==> src/rtl/chip8_pkg.sv <==
// rtl/chip8_pkg.sv - shared CHIP-8 video constants and scanout state encodings
package chip8_pkg;

   localparam int VRAM_ADDR_WIDTH = 11;
   localparam int VRAM_DATA_WIDTH = 2;
   localparam int SCREEN_W        = 64;
   localparam int SCREEN_H        = 32;

   localparam logic [1:0] ST_VBLANK = 2'd0;
   localparam logic [1:0] ST_LINE   = 2'd1;
   localparam logic [1:0] ST_HBLANK = 2'd2;

   // Framebuffer cell coordinate to VRAM word address, row-major.
   function automatic logic [VRAM_ADDR_WIDTH-1:0] cell_addr(input logic [4:0] y, input logic [5:0] x);
      return {y, x};
   endfunction

endpackage

==> src/rtl/scale_ctr.sv <==
// rtl/scale_ctr.sv - sub-pixel counter wrapping at SCALE feeding a saturating cell counter
module scale_ctr #(
   parameter int SCALE = 10,
   parameter int CELLS = 64,
   parameter int SW    = $clog2(SCALE),
   parameter int CW    = $clog2(CELLS + 1)
) (
   input  logic          clk,
   input  logic          rst_n,
   input  logic          clr_i,
   input  logic          step_i,
   output logic [SW-1:0] sub_o,
   output logic [CW-1:0] cell_o
);

   logic [SW-1:0] sub_q, sub_d;
   logic [CW-1:0] cell_q, cell_d;

   // Clear wins over step; the cell count sticks at CELLS so an oversized window never wraps.
   always_comb begin
      sub_d  = sub_q;
      cell_d = cell_q;
      if (clr_i) begin
         sub_d  = '0;
         cell_d = '0;
      end else if (step_i) begin
         if (sub_q == SW'(SCALE - 1)) begin
            sub_d = '0;
            if (cell_q != CW'(CELLS)) begin
               cell_d = cell_q + 1'b1;
            end
         end else begin
            sub_d = sub_q + 1'b1;
         end
      end
   end

   // Counter registers.
   always_ff @(posedge clk or negedge rst_n) begin
      if (!rst_n) begin
         sub_q  <= '0;
         cell_q <= '0;
      end else begin
         sub_q  <= sub_d;
         cell_q <= cell_d;
      end
   end

   assign sub_o  = sub_q;
   assign cell_o = cell_q;

endmodule

==> src/rtl/vram_scanout.sv <==
// rtl/vram_scanout.sv - VRAM raster scanout with upscaling and aligned syncs; SCANOUT_GRID_EN adds a debug cell grid
module vram_scanout
   import chip8_pkg::*;
#(
   parameter int H_SCALE = 10,
   parameter int V_SCALE = 15
) (
   input  logic                       clk,
   input  logic                       rst_n,
   input  logic                       hs_in,
   input  logic                       hs_valid,
   input  logic                       vs_in,
   input  logic                       vs_valid,
   output logic [VRAM_ADDR_WIDTH-1:0] vram_raddr,
   input  logic [VRAM_DATA_WIDTH-1:0] vram_q,
   output logic                       pix,
   output logic                       hs_o,
   output logic                       vs_o
);

   localparam int XW  = $clog2(SCREEN_W + 1);
   localparam int YW  = $clog2(SCREEN_H + 1);
   localparam int SXW = $clog2(H_SCALE);
   localparam int SYW = $clog2(V_SCALE);

   logic [1:0]  state_q, state_d;
   logic        synced_q, synced_d;
   logic [VRAM_ADDR_WIDTH-1:0] raddr_q, raddr_d;
   logic [1:0]  hs_q, vs_q, active_q, in_range_q;
   logic        active, in_range;
   logic        clr_x, step_x, clr_y, step_y;
   logic [SXW-1:0] sub_x;
   logic [SYW-1:0] sub_y;
   logic [XW-1:0]  x_cell;
   logic [YW-1:0]  y_cell;
   logic        unused_ok;

   assign active = hs_valid & vs_valid;

   // synced_q blocks any partial frame after reset until a vertical blank has been seen.
   assign in_range = synced_q & (x_cell < XW'(SCREEN_W)) & (y_cell < YW'(SCREEN_H));
   assign synced_d = synced_q | ~vs_valid;

   // Raster walk: decides the next state and how the x/y counters move this cycle.
   always_comb begin
      state_d = state_q;
      clr_x   = 1'b0;
      step_x  = 1'b0;
      clr_y   = 1'b0;
      step_y  = 1'b0;
      case (state_q)
         ST_VBLANK: begin
            clr_y = 1'b1;
            if (active && synced_q) begin
               state_d = ST_LINE;
               step_x  = 1'b1;
            end else begin
               clr_x = 1'b1;
            end
         end
         ST_LINE: begin
            if (!vs_valid) begin
               state_d = ST_VBLANK;
               clr_x   = 1'b1;
               clr_y   = 1'b1;
            end else if (!hs_valid) begin
               state_d = ST_HBLANK;
               clr_x   = 1'b1;
               step_y  = 1'b1;
            end else begin
               step_x = 1'b1;
            end
         end
         ST_HBLANK: begin
            if (!vs_valid) begin
               state_d = ST_VBLANK;
               clr_x   = 1'b1;
               clr_y   = 1'b1;
            end else if (active) begin
               state_d = ST_LINE;
               step_x  = 1'b1;
            end
         end
         default: begin
            state_d = ST_VBLANK;
            clr_x   = 1'b1;
            clr_y   = 1'b1;
         end
      endcase
   end

   // Address only follows in-range active cells, so a saturated x never wraps back to column 0.
   always_comb begin
      raddr_d = raddr_q;
      if (active && in_range) begin
         raddr_d = cell_addr(y_cell[4:0], x_cell[5:0]);
      end
   end

   scale_ctr #(.SCALE(H_SCALE), .CELLS(SCREEN_W)) u_x_ctr (
      .clk    (clk),
      .rst_n  (rst_n),
      .clr_i  (clr_x),
      .step_i (step_x),
      .sub_o  (sub_x),
      .cell_o (x_cell)
   );

   scale_ctr #(.SCALE(V_SCALE), .CELLS(SCREEN_H)) u_y_ctr (
      .clk    (clk),
      .rst_n  (rst_n),
      .clr_i  (clr_y),
      .step_i (step_y),
      .sub_o  (sub_y),
      .cell_o (y_cell)
   );

   // State, address and the two-stage delay lines matching the VRAM read latency.
   always_ff @(posedge clk or negedge rst_n) begin
      if (!rst_n) begin
         state_q    <= ST_VBLANK;
         synced_q   <= 1'b0;
         raddr_q    <= '0;
         hs_q       <= 2'b11;
         vs_q       <= 2'b11;
         active_q   <= 2'b00;
         in_range_q <= 2'b00;
      end else begin
         state_q    <= state_d;
         synced_q   <= synced_d;
         raddr_q    <= raddr_d;
         hs_q       <= {hs_q[0], hs_in};
         vs_q       <= {vs_q[0], vs_in};
         active_q   <= {active_q[0], active};
         in_range_q <= {in_range_q[0], in_range};
      end
   end

   assign vram_raddr = raddr_q;
   assign hs_o       = hs_q[1];
   assign vs_o       = vs_q[1];

`ifdef SCANOUT_GRID_EN
   logic       grid;
   logic [1:0] grid_q;

   assign grid = (sub_x == '0) | (sub_y == '0);

   // Grid flag delayed alongside the address so it lands on the same pixel.
   always_ff @(posedge clk or negedge rst_n) begin
      if (!rst_n) begin
         grid_q <= 2'b00;
      end else begin
         grid_q <= {grid_q[0], grid};
      end
   end

   assign pix       = (vram_q[0] ^ grid_q[1]) & active_q[1] & in_range_q[1];
   assign unused_ok = vram_q[1];
`else
   // vram_q is already a register output, so pix lines up with the second delay tap.
   assign pix       = vram_q[0] & active_q[1] & in_range_q[1];
   assign unused_ok = ^{vram_q[1], sub_x, sub_y};
`endif

endmodule

==> config.mk <==
export PLATFORM = sky130hd
export DESIGN_NAME = vram_scanout
export DESIGN_NICKNAME = d
export VERILOG_FILES = /design/src/rtl/chip8_pkg.sv /design/src/rtl/scale_ctr.sv /design/src/rtl/vram_scanout.sv
export SDC_FILE = /design/constraint.sdc
export NUM_CORES = 1
export LEC_CHECK = 0
export CAP_MARGIN = 10
export CORE_MARGIN = 10
export CORE_UTILIZATION = 45
export CTS_BUF_LIST = sky130_fd_sc_hd__clkbuf_8
export DETAILED_ROUTE_END_ITERATION = 6
export PLACE_DENSITY_LB_ADDON = 0.05
export SYNTH_ARGS = -nofsm -noshare
export SYNTH_HDL_FRONTEND = slang
export SYNTH_SLANG_ARGS = --single-unit
==> constraint.sdc <==
create_clock -name clk -period 2.4 [get_ports clk]
set_input_delay 0.72 -clock clk [delete_from_list [all_inputs] [get_ports clk]]
set_output_delay 0.72 -clock clk [all_outputs]
set_load 0.1 [all_outputs]
==> results summary <==
The flow ran to the end, and the final reports show no timing, DRC or antenna violations. The minimum clock period came out at 2.28 ns. The area of all placed cells without fillers is 2540 um2. The master cell of the clock root buffer is clkbuf_8. The most critical setup path has its startpoint at vram_q[0]. The reg-to-reg startpoint is state_q[0].

The per-cell via count in the routed design is 5.53. The combinational share of power came out at 0.292. The final setup violation count is 0. The maximum clock frequency is 439 MHz. Detailed placement ended at an HPWL of 3130 um. The area growth from synthesis to layout is 21.3%. The synthesized design spends more area on one cell type than any other, namely dfrtp_1. The library cells used most frequently in the layout, excluding fill and tap cells, are 39 x dfrtp_1, 27 x buf_4, 17 x nand2_1, 15 x o21ai_0, 14 x a21oi_1. The register share of total power is 0.392. The register-to-register setup slack is 0.55 ns. At the worst endpoint, the arrival time is 1.56 ns. The floorplan step set the die width to 88.2 um. The transition time at the pin with the least slew margin is 0.532 ns. The number of global-route vias before repair came out at 1535. The area of the mapped netlist is 2100 um2. The internal portion of total power came out at 1.41 mW. The number of core rows is 24.

The total net switching power is 657 uW. The post-cts repair resize count came out at 0. The area of the die is 7790 um2. After synthesis, the share of flip-flops with an asynchronous set or reset is 1.00.

The largest net degree at the start of global routing came out at 25. The total power came out at 2.06 mW. The count of vias placed by the detailed router is 1570.

The clock reaches the later pin of the worst-skew pair after 0.29 ns. The share of final-layout standard cells stronger than drive strength 1 came out at 0.233. Power spread over the standard cell area amounts to 812 nW/um2. In this run the critical register-to-register path is captured at u_x_ctr.cell_o[3]. The number of buffer cells added on primary ports came out at 20. The mean instance size in the synthesized netlist is 10.7 um2.

The overall global routing resource usage is 0.116. Yosys attributes the largest share of cell area to dfrtp_1 47%, ha_1 6.0%, dfstp_2 5.0%, mux2_2 4.3%, o21ai_0 3.6%. The share of total power dissipated in the clock network is 0.315.

The CTS clock-pin slew for the worst setup and hold paths came out at 0.08 ns. The setup clock skew after layout is 0.00650 ns. The post-route DRC violation count is 0. OpenSTA, run right after detailed placement, puts the worst setup slack at -0.0247 ns.

The setup path with the least slack is of type primary input to output pin. After technology mapping, the gate count stands at 196. The leftover overflow at the end of global routing came out at 0. Along the worst path, the maximum fanout reaches 1. Yosys printed 0 warnings. Setup repair after global routing left no endpoint under its margin. Synthesis produced a netlist with a net count of 214. The worst-case setup margin in the final layout is 0.121 ns.

The worst setup path is launched from a primary input. 22 I/O pins were placed. In the synthesized netlist the dominant register cell turns out to be dfrtp_1. The count of different cell masters after synthesis is 41. The post-route antenna net violation count is 0. The tightest slew margin relative to the limit came out at 0.645. For this run, the detailed router's first-pass iteration total came to 4.

The number of enable-type register cells in the synthesized netlist came out at 0. In this run the most critical hold path is launched from in_range_q[0]. The TritonCTS clock tree is done. Summed over all layers, the routed wires come to 4130 um. After floorplanning, the core was sized to cover 4440 um2. The worst hold-check slack is 0.356 ns. The die height came out at 88.2 um. The leakage power of the design came out at 1.13 nW. At the end of the flow, the number of nets in the layout was 249. The library cell used most frequently in the layout, excluding fill and tap cells, is dfrtp_1. The area of placed instances is 2410 um2. Across the run, the number of max-cap violations was 0. Of the total power, the share spent switching nets is 0.318. The routability congestion estimate came out at 0.837. Counting the buffers created by CTS gives 5. The first-pass GRT wire length is 7240 um. Counting flops and latches in the post-synthesis netlist gives 43. Of the post-synthesis cell area, the dominant cell type holds 0.466. The final number of max-transition violations came out at 0. The detailed router finished its first iteration with 80 violations. The critical path capture point is pix. The starting density of the core is 0.472. The number of antenna violations at the first check in global routing is 0.

The number of clock sinks came out at 43. Data on the critical path is required at its endpoint by 1.68 ns. The path type of the worst min-delay path is register to register. The kind of capture point of the worst setup path is an output pin. The H-tree level count came out at 2. The antenna diode count is 0.

The clock passes through at most 2 buffers. The hold violation total from the final report is 0. The proportion of synthesized chip area in sequential cells came out at 0.516. The count of buffers added by post-CTS timing repair for setup came out at 0. The maximum resistive drop on vdd is 0.443 mV.

The routed wirelength normalized by instance count came out at 14.5 um. The portion of the clock cycle consumed by the worst path in the final layout is 0.949. The number of cells traversed by the worst register-to-register path is 6. The number of buffers inserted for hold repair after clock tree synthesis came out at 0.
-- worst min path at each step --
stage                     to  slack, ns  depth (start not counted)
3_5_place_dp   in_range_q[1]       0.33                          0
6_report       in_range_q[1]       0.36                          0
4_1_cts        in_range_q[1]       0.35                          0
3_3_place_gp   in_range_q[1]       0.33                          0
2_1_floorplan    active_q[1]       0.33                          0
5_1_grt              hs_q[1]       0.36                          0
-- sequential cells by signal, indices dropped and copies added (netlist names) --
signal / flops
vram_raddr: 11
vs_q: 2
u_y_ctr.cell_o: 6
in_range_q: 2
hs_q: 2
u_x_ctr.sub_o: 4
u_y_ctr.sub_o: 4
active_q: 2
synced_q: 1
state_q: 2
u_x_ctr.cell_o: 7
-- stage by stage --
| step | util | TNS, ns | std cells |
|---|---|---|---|
| after floorplan | - | 0 | 196 |
| final | 0.572 | 0 | 284 |
| after detailed placement | 0.542 | -0.0247 | 276 |
| after global routing | 0.572 | 0 | 284 |
| after global placement | 0.542 | 0 | 276 |
| after CTS | 0.572 | 0 | 284 |
-- metal layers --
metal | vias to the layer above | global-route usage | routed length [um]
met1 | 759 | 0.144 | 1950
met5 | - | 0 | 0
met3 | 2 | 0.0404 | 237
li1 | 773 | - | -
met2 | 36 | 0.184 | 1920
met4 | 0 | 0.0411 | 21
-- final cells by class --
class / instances / area [um2]
clock inverter: 3 / 63.8
fill: 387 / 1900
clock buffer: 5 / 68.8
tap: 52 / 65.1
sequential: 43 / 1080
multi-input combinational: 138 / 951
inverter: 9 / 33.8
timing repair buffer: 34 / 278
-- cells in the mapped netlist, types with 2 or more instances --
| cell | number |
|---|---|
| dfrtp_1 | 39 |
| nand2_1 | 17 |
| o21ai_0 | 15 |
| a21oi_1 | 14 |
| ha_1 | 10 |
| nand3_1 | 10 |
| nor2_1 | 10 |
| inv_1 | 9 |
| mux2_2 | 8 |
| or3_1 | 6 |
| dfstp_2 | 4 |
| mux2i_1 | 4 |
| and2_1 | 3 |
| and3_1 | 3 |
| buf_2 | 3 |
| nand3b_1 | 3 |
| nand4_1 | 3 |
| nand4b_1 | 3 |
| nor2b_1 | 3 |
| xnor2_1 | 3 |
| a2111oi_2 | 2 |
| a211oi_1 | 2 |
| a31oi_1 | 2 |
| clkbuf_1 | 2 |
| nand2b_1 | 2 |
-- power groups by stage --
stage                     Sequential [mW]  Clock, mW  Combinational (mW)
after floorplan                     0.860          0               0.349
after detailed placement            0.823          0               0.599
after CTS                           0.809      0.666               0.602
after global placement              0.817          0               0.584
after global routing                0.817      0.699               0.666
final                               0.809      0.650               0.603
-- logic make-up (layout without fill, tap and decap cells) --
kind of cell / after synthesis / count (layout) / synth area share
AOI/OAI and AO/OA: 45 / 45 / 0.143
buffers and inverters: 15 / 51 / 0.0304
DFF: 43 / 43 / 0.516
xor gates and xnor gates: 3 / 3 / 0.0125
adders and majority gates: 10 / 10 / 0.0597
and+or+nand+nor: 68 / 68 / 0.177
muxes: 12 / 12 / 0.0621
-- worst max-delay path, stage by stage --
cell,delay [ns]
clkdlybuf4s50_1,0.46
and3_1,0.20
buf_12,0.18
Power figures use the tool's default switching activity.
